### src/rtl/ra_bus_arb_pkg.sv
// ra_bus_arb_pkg
//   Shared bus geometry for the two-master arbiter and the request record
//   that each master's pending slot holds between capture and issue.
//   No ports. Provides ADDR_W, DATA_W, BE_W and bus_req_t.
package ra_bus_arb_pkg;

  localparam int ADDR_W = 32;
  localparam int DATA_W = 32;
  localparam int BE_W   = 4;

  // One captured master request, exactly what gets driven onto the b_* bus.
  typedef struct packed {
    logic              is_write;
    logic [ADDR_W-1:0] addr;
    logic [DATA_W-1:0] wdata;
    logic [BE_W-1:0]   be;
  } bus_req_t;

endpackage

### src/rtl/ra_bus_arb_slot.sv
// ra_bus_arb_slot
//   Per-master pending slot. Captures a one-cycle read/write strobe, holds it
//   until the arbiter takes it, and flags protocol violations.
// Ports:
//   clk, reset_l_in      clock, async active-low reset
//   re, we               master read/write strobes (one-cycle pulses)
//   addr, wdata, be      request fields, valid with the strobe
//   busy                 this master has a transaction outstanding on the bus
//   take                 arbiter issues this slot's request at the coming edge
//   req_valid            a request is available (stored, or accepted this cycle)
//   req                  the request on offer (stored copy, else the live strobe)
//   viol                 sticky violation flag, cleared only by reset
module ra_bus_arb_slot
  import ra_bus_arb_pkg::*;
(
  input  logic              clk,
  input  logic              reset_l_in,
  input  logic              re,
  input  logic              we,
  input  logic [ADDR_W-1:0] addr,
  input  logic [DATA_W-1:0] wdata,
  input  logic [BE_W-1:0]   be,
  input  logic              busy,
  input  logic              take,
  output logic              req_valid,
  output bus_req_t          req,
  output logic              viol
);

  logic     valid_q;
  bus_req_t slot_q;
  bus_req_t incoming;
  logic     strobe;
  logic     accept;
  logic     viol_set;

  // A strobe is only accepted into an empty slot when the master has nothing
  // in flight. The live strobe is also offered to the arbiter directly so an
  // idle arbiter can put it on the bus one cycle after the strobe.
  always_comb begin
    incoming.is_write = we;
    incoming.addr     = addr;
    incoming.wdata    = wdata;
    incoming.be       = be;
    strobe    = re | we;
    accept    = strobe & ~valid_q & ~busy;
    viol_set  = (re & we) | (strobe & (valid_q | busy));
    req_valid = valid_q | accept;
    req       = valid_q ? slot_q : incoming;
  end

  // When the request is taken in the same cycle it arrives, it goes straight
  // to the bus and never needs to be stored.
  always_ff @(posedge clk or negedge reset_l_in) begin
    if (!reset_l_in) begin
      valid_q <= 1'b0;
      slot_q  <= '0;
      viol    <= 1'b0;
    end else begin
      if (take) begin
        valid_q <= 1'b0;
      end else if (accept) begin
        valid_q <= 1'b1;
        slot_q  <= incoming;
      end
      if (viol_set) begin
        viol <= 1'b1;
      end
    end
  end

endmodule

### src/rtl/ra_bus_arb.sv
// ra_bus_arb
//   Two-master round-robin bus arbiter. Master 0 is the CPU, master 1 a second
//   master (DMA / debug bridge). Requests are issued one at a time; the slave's
//   ack and read data are routed back to the owner, and an error ack with
//   ERR_DATA is returned if the slave does not answer within TIMEOUT cycles.
// Parameters:
//   TIMEOUT   cycles to wait for a slave ack after issue (2..255)
//   ERR_DATA  read data returned on a timed-out access
// Ports:
//   clk, reset_l_in                 clock, async active-low reset
//   mN_re, mN_we                    master strobes (one-cycle pulses)
//   mN_addr, mN_wdata, mN_be        master request fields
//   mN_rdata, mN_ack, mN_err        master completion (ack is a one-cycle pulse)
//   viol                            sticky protocol-violation flag
//   b_re, b_we, b_addr, b_wdata, b_be   bus request outputs
//   b_rdata, b_rd_ack, b_wr_ack     slave response inputs
module ra_bus_arb
  import ra_bus_arb_pkg::*;
#(
  parameter int unsigned       TIMEOUT  = 255,
  parameter logic [DATA_W-1:0] ERR_DATA = 32'hDEAD_BEEF
) (
  input  logic              clk,
  input  logic              reset_l_in,
  input  logic              m0_re,
  input  logic              m0_we,
  input  logic [ADDR_W-1:0] m0_addr,
  input  logic [DATA_W-1:0] m0_wdata,
  input  logic [BE_W-1:0]   m0_be,
  output logic [DATA_W-1:0] m0_rdata,
  output logic              m0_ack,
  output logic              m0_err,
  input  logic              m1_re,
  input  logic              m1_we,
  input  logic [ADDR_W-1:0] m1_addr,
  input  logic [DATA_W-1:0] m1_wdata,
  input  logic [BE_W-1:0]   m1_be,
  output logic [DATA_W-1:0] m1_rdata,
  output logic              m1_ack,
  output logic              m1_err,
  output logic              viol,
  output logic              b_re,
  output logic              b_we,
  output logic [ADDR_W-1:0] b_addr,
  output logic [DATA_W-1:0] b_wdata,
  output logic [BE_W-1:0]   b_be,
  input  logic [DATA_W-1:0] b_rdata,
  input  logic              b_rd_ack,
  input  logic              b_wr_ack
);

  typedef enum logic {
    S_IDLE = 1'b0,
    S_WAIT = 1'b1
  } state_t;

  localparam logic [7:0] TIMEOUT_CNT = 8'(TIMEOUT);

  state_t      state_q;
  state_t      state_d;
  logic        owner_q;
  logic        prio_q;
  logic        is_wr_q;
  logic [7:0]  cnt_q;

  logic        req0_valid;
  logic        req1_valid;
  bus_req_t    req0;
  bus_req_t    req1;
  bus_req_t    sel_req;
  logic        viol0;
  logic        viol1;
  logic        busy0;
  logic        busy1;
  logic        take0;
  logic        take1;

  logic        issue;
  logic        grant;
  logic        done;
  logic        timed_out;
  logic        slave_ack;
  logic [DATA_W-1:0] ret_data;

  assign busy0 = (state_q == S_WAIT) & ~owner_q;
  assign busy1 = (state_q == S_WAIT) &  owner_q;
  assign take0 = issue & ~grant;
  assign take1 = issue &  grant;
  assign viol  = viol0 | viol1;

  ra_bus_arb_slot u_slot0 (
    .clk        (clk),
    .reset_l_in (reset_l_in),
    .re         (m0_re),
    .we         (m0_we),
    .addr       (m0_addr),
    .wdata      (m0_wdata),
    .be         (m0_be),
    .busy       (busy0),
    .take       (take0),
    .req_valid  (req0_valid),
    .req        (req0),
    .viol       (viol0)
  );

  ra_bus_arb_slot u_slot1 (
    .clk        (clk),
    .reset_l_in (reset_l_in),
    .re         (m1_re),
    .we         (m1_we),
    .addr       (m1_addr),
    .wdata      (m1_wdata),
    .be         (m1_be),
    .busy       (busy1),
    .take       (take1),
    .req_valid  (req1_valid),
    .req        (req1),
    .viol       (viol1)
  );

  always_ff @(posedge clk or negedge reset_l_in) begin
    if (!reset_l_in) begin
      state_q <= S_IDLE;
    end else begin
      state_q <= state_d;
    end
  end

  // Acks seen in IDLE are simply never looked at, which is how stale or late
  // slave acks get discarded. In WAIT an ack takes precedence over the
  // timeout when both land on the same cycle.
  always_comb begin
    state_d   = state_q;
    issue     = 1'b0;
    grant     = 1'b0;
    done      = 1'b0;
    timed_out = 1'b0;
    slave_ack = b_rd_ack | b_wr_ack;
    case (state_q)
      S_IDLE: begin
        if (req0_valid | req1_valid) begin
          issue   = 1'b1;
          grant   = (req0_valid & req1_valid) ? prio_q : req1_valid;
          state_d = S_WAIT;
        end
      end
      S_WAIT: begin
        if (slave_ack) begin
          done    = 1'b1;
          state_d = S_IDLE;
        end else if (cnt_q == TIMEOUT_CNT) begin
          done      = 1'b1;
          timed_out = 1'b1;
          state_d   = S_IDLE;
        end
      end
      default: state_d = S_IDLE;
    endcase
    sel_req = grant ? req1 : req0;
    if (timed_out) begin
      ret_data = ERR_DATA;
    end else if (is_wr_q) begin
      ret_data = '0;
    end else begin
      ret_data = b_rdata;
    end
  end

  // Bus strobes and master acks are single-cycle pulses; address/data and
  // returned read data hold their last values between pulses.
  always_ff @(posedge clk or negedge reset_l_in) begin
    if (!reset_l_in) begin
      owner_q  <= 1'b0;
      prio_q   <= 1'b0;
      is_wr_q  <= 1'b0;
      cnt_q    <= '0;
      b_re     <= 1'b0;
      b_we     <= 1'b0;
      b_addr   <= '0;
      b_wdata  <= '0;
      b_be     <= '0;
      m0_ack   <= 1'b0;
      m0_err   <= 1'b0;
      m0_rdata <= '0;
      m1_ack   <= 1'b0;
      m1_err   <= 1'b0;
      m1_rdata <= '0;
    end else begin
      b_re   <= 1'b0;
      b_we   <= 1'b0;
      m0_ack <= 1'b0;
      m0_err <= 1'b0;
      m1_ack <= 1'b0;
      m1_err <= 1'b0;
      if (issue) begin
        b_re    <= ~sel_req.is_write;
        b_we    <=  sel_req.is_write;
        b_addr  <=  sel_req.addr;
        b_wdata <=  sel_req.wdata;
        b_be    <=  sel_req.be;
        owner_q <=  grant;
        is_wr_q <=  sel_req.is_write;
        cnt_q   <= '0;
      end else if (state_q == S_WAIT) begin
        cnt_q <= cnt_q + 8'd1;
      end
      if (done) begin
        prio_q <= ~owner_q;
        if (owner_q) begin
          m1_ack   <= 1'b1;
          m1_err   <= timed_out;
          m1_rdata <= ret_data;
        end else begin
          m0_ack   <= 1'b1;
          m0_err   <= timed_out;
          m0_rdata <= ret_data;
        end
      end
    end
  end

endmodule

### config.mk
export PLATFORM = sky130hd
export DESIGN_NAME = ra_bus_arb
export DESIGN_NICKNAME = d
export VERILOG_FILES = /design/src/rtl/ra_bus_arb_pkg.sv /design/src/rtl/ra_bus_arb_slot.sv /design/src/rtl/ra_bus_arb.sv
export SDC_FILE = /design/constraint.sdc
export NUM_CORES = 1
export LEC_CHECK = 0
export BUFFER_PORTS_ARGS = -buffer_cell sky130_fd_sc_hd__buf_2
export CAP_MARGIN = 10
export CORE_UTILIZATION = 58
export DETAILED_ROUTE_END_ITERATION = 7
export PLACE_DENSITY = 0.93
export SETUP_SLACK_MARGIN = 0.4
export SLEW_MARGIN = 20
export SYNTH_ARGS = -nofsm -noshare
export SYNTH_HDL_FRONTEND = slang
export SYNTH_SLANG_ARGS = --single-unit
### constraint.sdc
create_clock -name clk -period 3.7 [get_ports clk]
set_clock_uncertainty 0.05 [all_clocks]
set_input_delay 0.37 -clock clk [delete_from_list [all_inputs] [get_ports clk]]
set_output_delay 0.37 -clock clk [all_outputs]
set_load 0.02 [all_outputs]
### Yosys cells after proc, flatten, opt, wreduce, memory -nomap -nowiden

Index checks and enable logic that the tools add are counted.

| storage, ports and cells | value |
|---|---|
| bits in registers | 292 |
| latch bits | 0 |
| bits in writable memories | 0 |
| memory bits (read-only) | 0 |
| input bits | 176 |
| output and inout port bits | 139 |
| word-level logic and storage cells | 105 |
| memories | 0 |

| operators by class | value |
|---|---|
| $add $sub $neg | 1 |
| $mul | 0 |
| divide/modulo/power cells | 0 |
| magnitude comparators | 0 |
| equal/unequal tests | 1 |
| shift operators | 0 |
| multiplexer cells | 34 |
| bitwise gates (word level) | 34 |
| reductions and logical operators | 7 |

Operators with widths:

| operator | number |
|---|---|
| $mux 69 | 3 |
| $mux 32 | 2 |
| $mux 1 | 26 |
| $mux 8 | 2 |
| $and 1x1->1 | 13 |
| $or 1x1->1 | 11 |
| $not 1->1 | 10 |
| $add 8x1->8 const B | 1 |
| $eq 8x8->1 const B | 1 |
| $reduce_and 2->1 | 4 |
| $reduce_bool 2->1 | 3 |
| $pmux 1 s2 | 1 |

### Longest topological paths before layout

| depth | value |
|---|---|
| word-level depth | 13 |
| mapped depth | 8 |
| depth with buffers taken out | 6 |

### Hierarchy

Synthesis repeated with hierarchy kept, for this count alone.

| second synthesis, totals | value |
|---|---|
| cells, all modules | 1,284 |
| area, all modules | 14,659.1 sq um |

Modules (own cells, without submodules):

| module | instances | cells an instance | area each (sq um) | sequential area each (sq um) |
|---|---|---|---|---|
| ra_bus_arb | 1 | 822 | 7,674.9 | 3,753.6 |
| ra_bus_arb_slot | 2 | 231 | 3,492.1 | 1,776.7 |

### Worst setup path after synthesis

Ideal clock, no wire load.

| timing | value |
|---|---|
| path kind | reg2reg |
| start point | register state_q |
| end point | register u_slot0.slot_q[0] in the netlist's numbering |
| setup time | 125 ps |
| arrival | 1,718 ps |
| required time | 3,525 ps |
| path slack | 1,807 ps |
| cell stages (with the launch flop) | 8 |
| path buffers | 3 |
| clock period less this slack | 1,893 ps |
| cells stage by stage | dfrtp_1 > buf_2 > inv_1 > nand3_1 > a211oi_2 > buf_4 > buf_6 > mux2_2 |

| on the way | value |
|---|---|
| cells in the longest elaborated chain, start to end | 12 |
| elaborated cells between the ends (all ways) | 19 |
| those cells by class | mux (5); bitwise (13); reduce/logical (1) |

RTL lines:

| item | RTL line | source |
|---|---|---|
| start, declared | ra_bus_arb.sv:59 | `state_t state_q;` |
| start signal, assigned | ra_bus_arb.sv:125 | `state_q <= state_d;` |
| $and 1x1->1 (on tied branches) | ra_bus_arb.sv:85, ra_bus_arb.sv:86 |  |
| $not 1->1 | ra_bus_arb_slot.sv:46 | `accept = strobe & ~valid_q & ~busy;` |
| $and 1x1->1 | ra_bus_arb_slot.sv:46 |  |
| $or 1x1->1 | ra_bus_arb_slot.sv:48 | `req_valid = valid_q \| accept;` |
| $and 1x1->1 | ra_bus_arb.sv:143 | `grant = (req0_valid & req1_valid) ? prio_q : req1_valid;` |
| $mux 1 | ra_bus_arb.sv:143 |  |
| $mux 1 | ra_bus_arb.sv:141 | `if (req0_valid \| req1_valid) begin` |
| $mux 1 | ra_bus_arb.sv:139 | `case (state_q)` |
| $not 1->1 | ra_bus_arb.sv:87 | `assign take0 = issue & ~grant;` |
| $and 1x1->1 | ra_bus_arb.sv:87 |  |
| $not 1->1 (no source line) | n/a |  |
| $reduce_and 2->1 (no source line) (*) | n/a |  |
| end signal, assigned | ra_bus_arb_slot.sv:64 | `slot_q <= incoming;` |
| end, declared | ra_bus_arb_slot.sv:31 | `bus_req_t slot_q;` |

Every way passes the cells marked *; elsewhere a longest branch is shown, timed or not.
A chain may end at the register's enable or synchronous reset.

### Final worst setup path

| timing | value |
|---|---|
| start point | register u_slot0.valid_q |
| end point | register b_wdata[15] |

| on the way | value |
|---|---|
| cells in the longest elaborated chain, start to end | 9 |
| elaborated cells between the ends (all ways) | 13 |
| those cells by class | mux (7); bitwise (6) |

RTL lines:

| item | RTL line | source |
|---|---|---|
| start, declared | ra_bus_arb_slot.sv:30 | `logic valid_q;` |
| start signal, assigned | ra_bus_arb_slot.sv:56 | `valid_q <= 1'b0;` |
| start signal, assigned | ra_bus_arb_slot.sv:61 | `valid_q <= 1'b0;` |
| start signal, assigned | ra_bus_arb_slot.sv:63 | `valid_q <= 1'b1;` |
| $not 1->1 | ra_bus_arb_slot.sv:46 |  |
| $and 1x1->1 (2 in series) | ra_bus_arb_slot.sv:46 |  |
| $or 1x1->1 | ra_bus_arb_slot.sv:48 |  |
| $and 1x1->1 | ra_bus_arb.sv:143 |  |
| $mux 1 | ra_bus_arb.sv:143 |  |
| $mux 1 | ra_bus_arb.sv:141 |  |
| $mux 1 | ra_bus_arb.sv:139 |  |
| $mux 69 | ra_bus_arb.sv:159 | `sel_req = grant ? req1 : req0;` |
| end signal, assigned | ra_bus_arb.sv:199 | `b_wdata <= sel_req.wdata;` |
| end, declared | ra_bus_arb.sv:45 | `output logic [DATA_W-1:0] b_wdata,` |

Parallel ways exist; a longest one is shown, timed or not.

==> flow_metrics.tcl <==
set metrics [dict create \
    status "finished clean" \
    crit_buf_inv 1 \
    via_count 9478 \
    rsz0062_at_grt "no" \
    crit_type "reg2reg" \
    tightest_slew_ns 0.952 \
    setup_viol 0 \
    syn_area_mm2 0.0128 \
    fin_tns_setup_ns 0 \
    insertion_delay_ns 0.55 \
    die-area_mm2 0.0226 \
    drtAntennaViolNets 0 \
    yosysTopAreaCell "dfrtp_1" \
    power.total_uw 15000 \
    start_kind "register" \
    track_usage_pct 30.7 \
    cts_sinks 292 \
    yosysMostFrequentCell "dfrtp_1" \
    critical_path_required_ns 4.03 \
    ys_top_cells_by_count "dfrtp_1 (292), mux2i_1 (139), mux2_2 (127), nand2_1 (81), o221ai_1 (54)" \
    fp-row-count 53 \
    cpPeakStageDelay_ns 0.67 \
    synth_seq_area_share_pct 57.3 \
    first_iter_violations 517 \
    fin_crit_ns 2.55 \
    slew_violations 0 \
    min_path_type "in2reg" \
    io_buffers 314 \
    first_pass_iters 5 \
    core-area_mm2 0.0213 \
    synth_cells 960 \
    die_h_um 150 \
    drive_gt1_share_pct 41.2 \
    avgSynthCellArea_um2 13.3 \
    ys.flop_type "dfrtp_1" \
    gp_congestion 0.804 \
    drc_errors 0 \
    cpMaxStageDelayCell "dfrtp_4" \
    crit_family "flip-flops" \
    ys_warn_count 0 \
    vdd.ir_drop.worst_mv 0.620 \
    drt_wl_total_mm 34.6 \
    cellLeakagePower_uw 0.00780 \
    cts-root-buf "clkbuf_16" \
    netlist.area_leader.share_pct 57.3 \
    synthTopCellsByArea "dfrtp_1 (57%), mux2_2 (11%), mux2i_1 (11%)" \
    grt_max_degree 122 \
    post-cts-setup-buffer-count 0 \
    n_fill_cell 1336 \
    cts-resized-gates 0 \
    grt_pass1_vias 9997 \
    overflow 0 \
    async_flop_share_pct 100 \
    ff2ff_setup_slack_ns 1.15 \
    post-dp-hpwl_mm 21.9 \
    area_delta_synth_final_pct 25.4 \
    fmax_ghz 0.393 \
    die_w_um 150 \
    via_per_inst 5.96 \
    endpoint_kind "register" \
    h-tree-depth 1 \
    final_hold_viol_count 0 \
    wire_per_inst_um 21.8 \
    crit_path_max_fanout 54 \
    ys_seq_elements 292 \
    cts_buffers 30 \
    synth_edf_count 0 \
    cts_hold_buf 29 \
    cts_tree "yes" \
    relSlewSlack_pct 36.5 \
    maxCapViolations 0 \
    clockBufferDepth 3 \
    ios 315 \
    post-route-period-util_pct 68.8 \
    yosys.cell_types.count 45 \
    path_cells "or3_1 -> o211ai_1 -> buf_4 -> o221ai_1" \
    arrival_ns 2.87 \
    path_clk_slew_ns 0.07 \
    power_density_mw_per_mm2 936 \
    final_nets 1462 \
    antenna_found_initial 6 \
    grt_pass1_wl_mm 53.6 \
    start_util_pct 59.9 \
    syn-num-nets 1137 \
]
-- cells by family (layout without fill, tap and decap cells) --
logic type	Yosys count	after routing	synth area share (%)
and+or+nand+nor	139	139	5.01
AOI/OAI and AO/OA	174	174	11.3
xor gates and xnor gates	3	3	0.206
DFF	292	292	57.3
muxes	277	277	23.4
adders and majority gates	1	1	0.0981
buffers and inverters	74	422	2.72
other	0	6	0
-- final timing paths --
check	from	to	cells after the start
worst max-delay path	u_slot0.valid_q	b_wdata[15]	4
worst min register to register	u_slot1.viol	u_slot1.viol	1
worst min-delay path	m1_wdata[24]	u_slot1.slot_q[28]	2
min in group asynchronous	reset_l_in	m1_rdata[12]	2
max in group asynchronous	reset_l_in	b_wdata[7]	3
worst max register to register	u_slot0.valid_q	b_wdata[15]	4
-- registers in the layout, summed over array words and instances (netlist names), 4 cells and up --
register        flops
u_slot0.slot_q     69
u_slot1.slot_q     69
b_addr             32
b_wdata            32
m0_rdata           32
m1_rdata           32
cnt_q               8
b_be                4
-- final cells by class --
type                       instances  area [um2]  share of cell area [%]
antenna                            6        15.0                  0.0939
clock buffer                      38         851                    5.32
clock inverter                    17         253                    1.58
inverter                           6        22.5                   0.141
multi-input combinational        594        5130                    32.1
sequential                       292        7310                    45.7
tap                              275         344                    2.15
timing repair buffer             361        2070                    12.9
-- routing by layer --
layer	up-vias	global-route usage, %	wire length (um)
li1	4210	-	-
met1	4751	35.7	12900
met2	424	53.9	17600
met3	91	8.18	2830
met4	2	11.6	1230
met5	-	0	13
-- per-stage QoR --
stage	worst slack (ns)	std cells	util [%]	hold slack, ns	instance area [um2]
after detailed placement	1.19	1499	68.5	0.396	14600
after CTS	1.18	1583	75.1	0.00105	16000
final	1.15	1589	75.2	0.0173	16000
after global placement	1.28	1499	68.5	0.393	14600
after floorplan	1.81	960	-	0.0244	12800
after global routing	1.06	1586	75.1	0.00438	16000
-- cell usage in the layout, fill, tap and decap left out, drive strengths merged, types with 2 or more instances in the layout --
| cell | n |
|---|---|
| nor2 | 11 |
| bufinv | 6 |
| xor2 | 2 |
| inv | 5 |
| a21oi | 21 |
| nor3 | 6 |
| diode | 6 |
| o31ai | 2 |
| or2 | 3 |
| nand3 | 5 |
| mux2 | 138 |
| nand2b | 24 |
| dfrtp | 292 |
| o211ai | 2 |
| nand2 | 83 |
| o21ai | 8 |
| o221ai | 54 |
| mux2i | 139 |
| clkbuf | 38 |
| clkinv | 11 |
| a211oi | 4 |
| a2bb2oi | 48 |
| or3 | 2 |
| dlygate4sd3 | 29 |
| buf | 332 |
| a22o | 31 |
-- report_power, final --
group	switching (uW)	internal, uW	leakage, uW	total, uW
sequential	1020	4750	0.00349	5770
clock	1270	2040	0.000548	3310
combinational	3200	2700	0.00376	5890
total	5480	9490	0.00780	15000
Note: power is estimated with default switching activity, not from simulation.
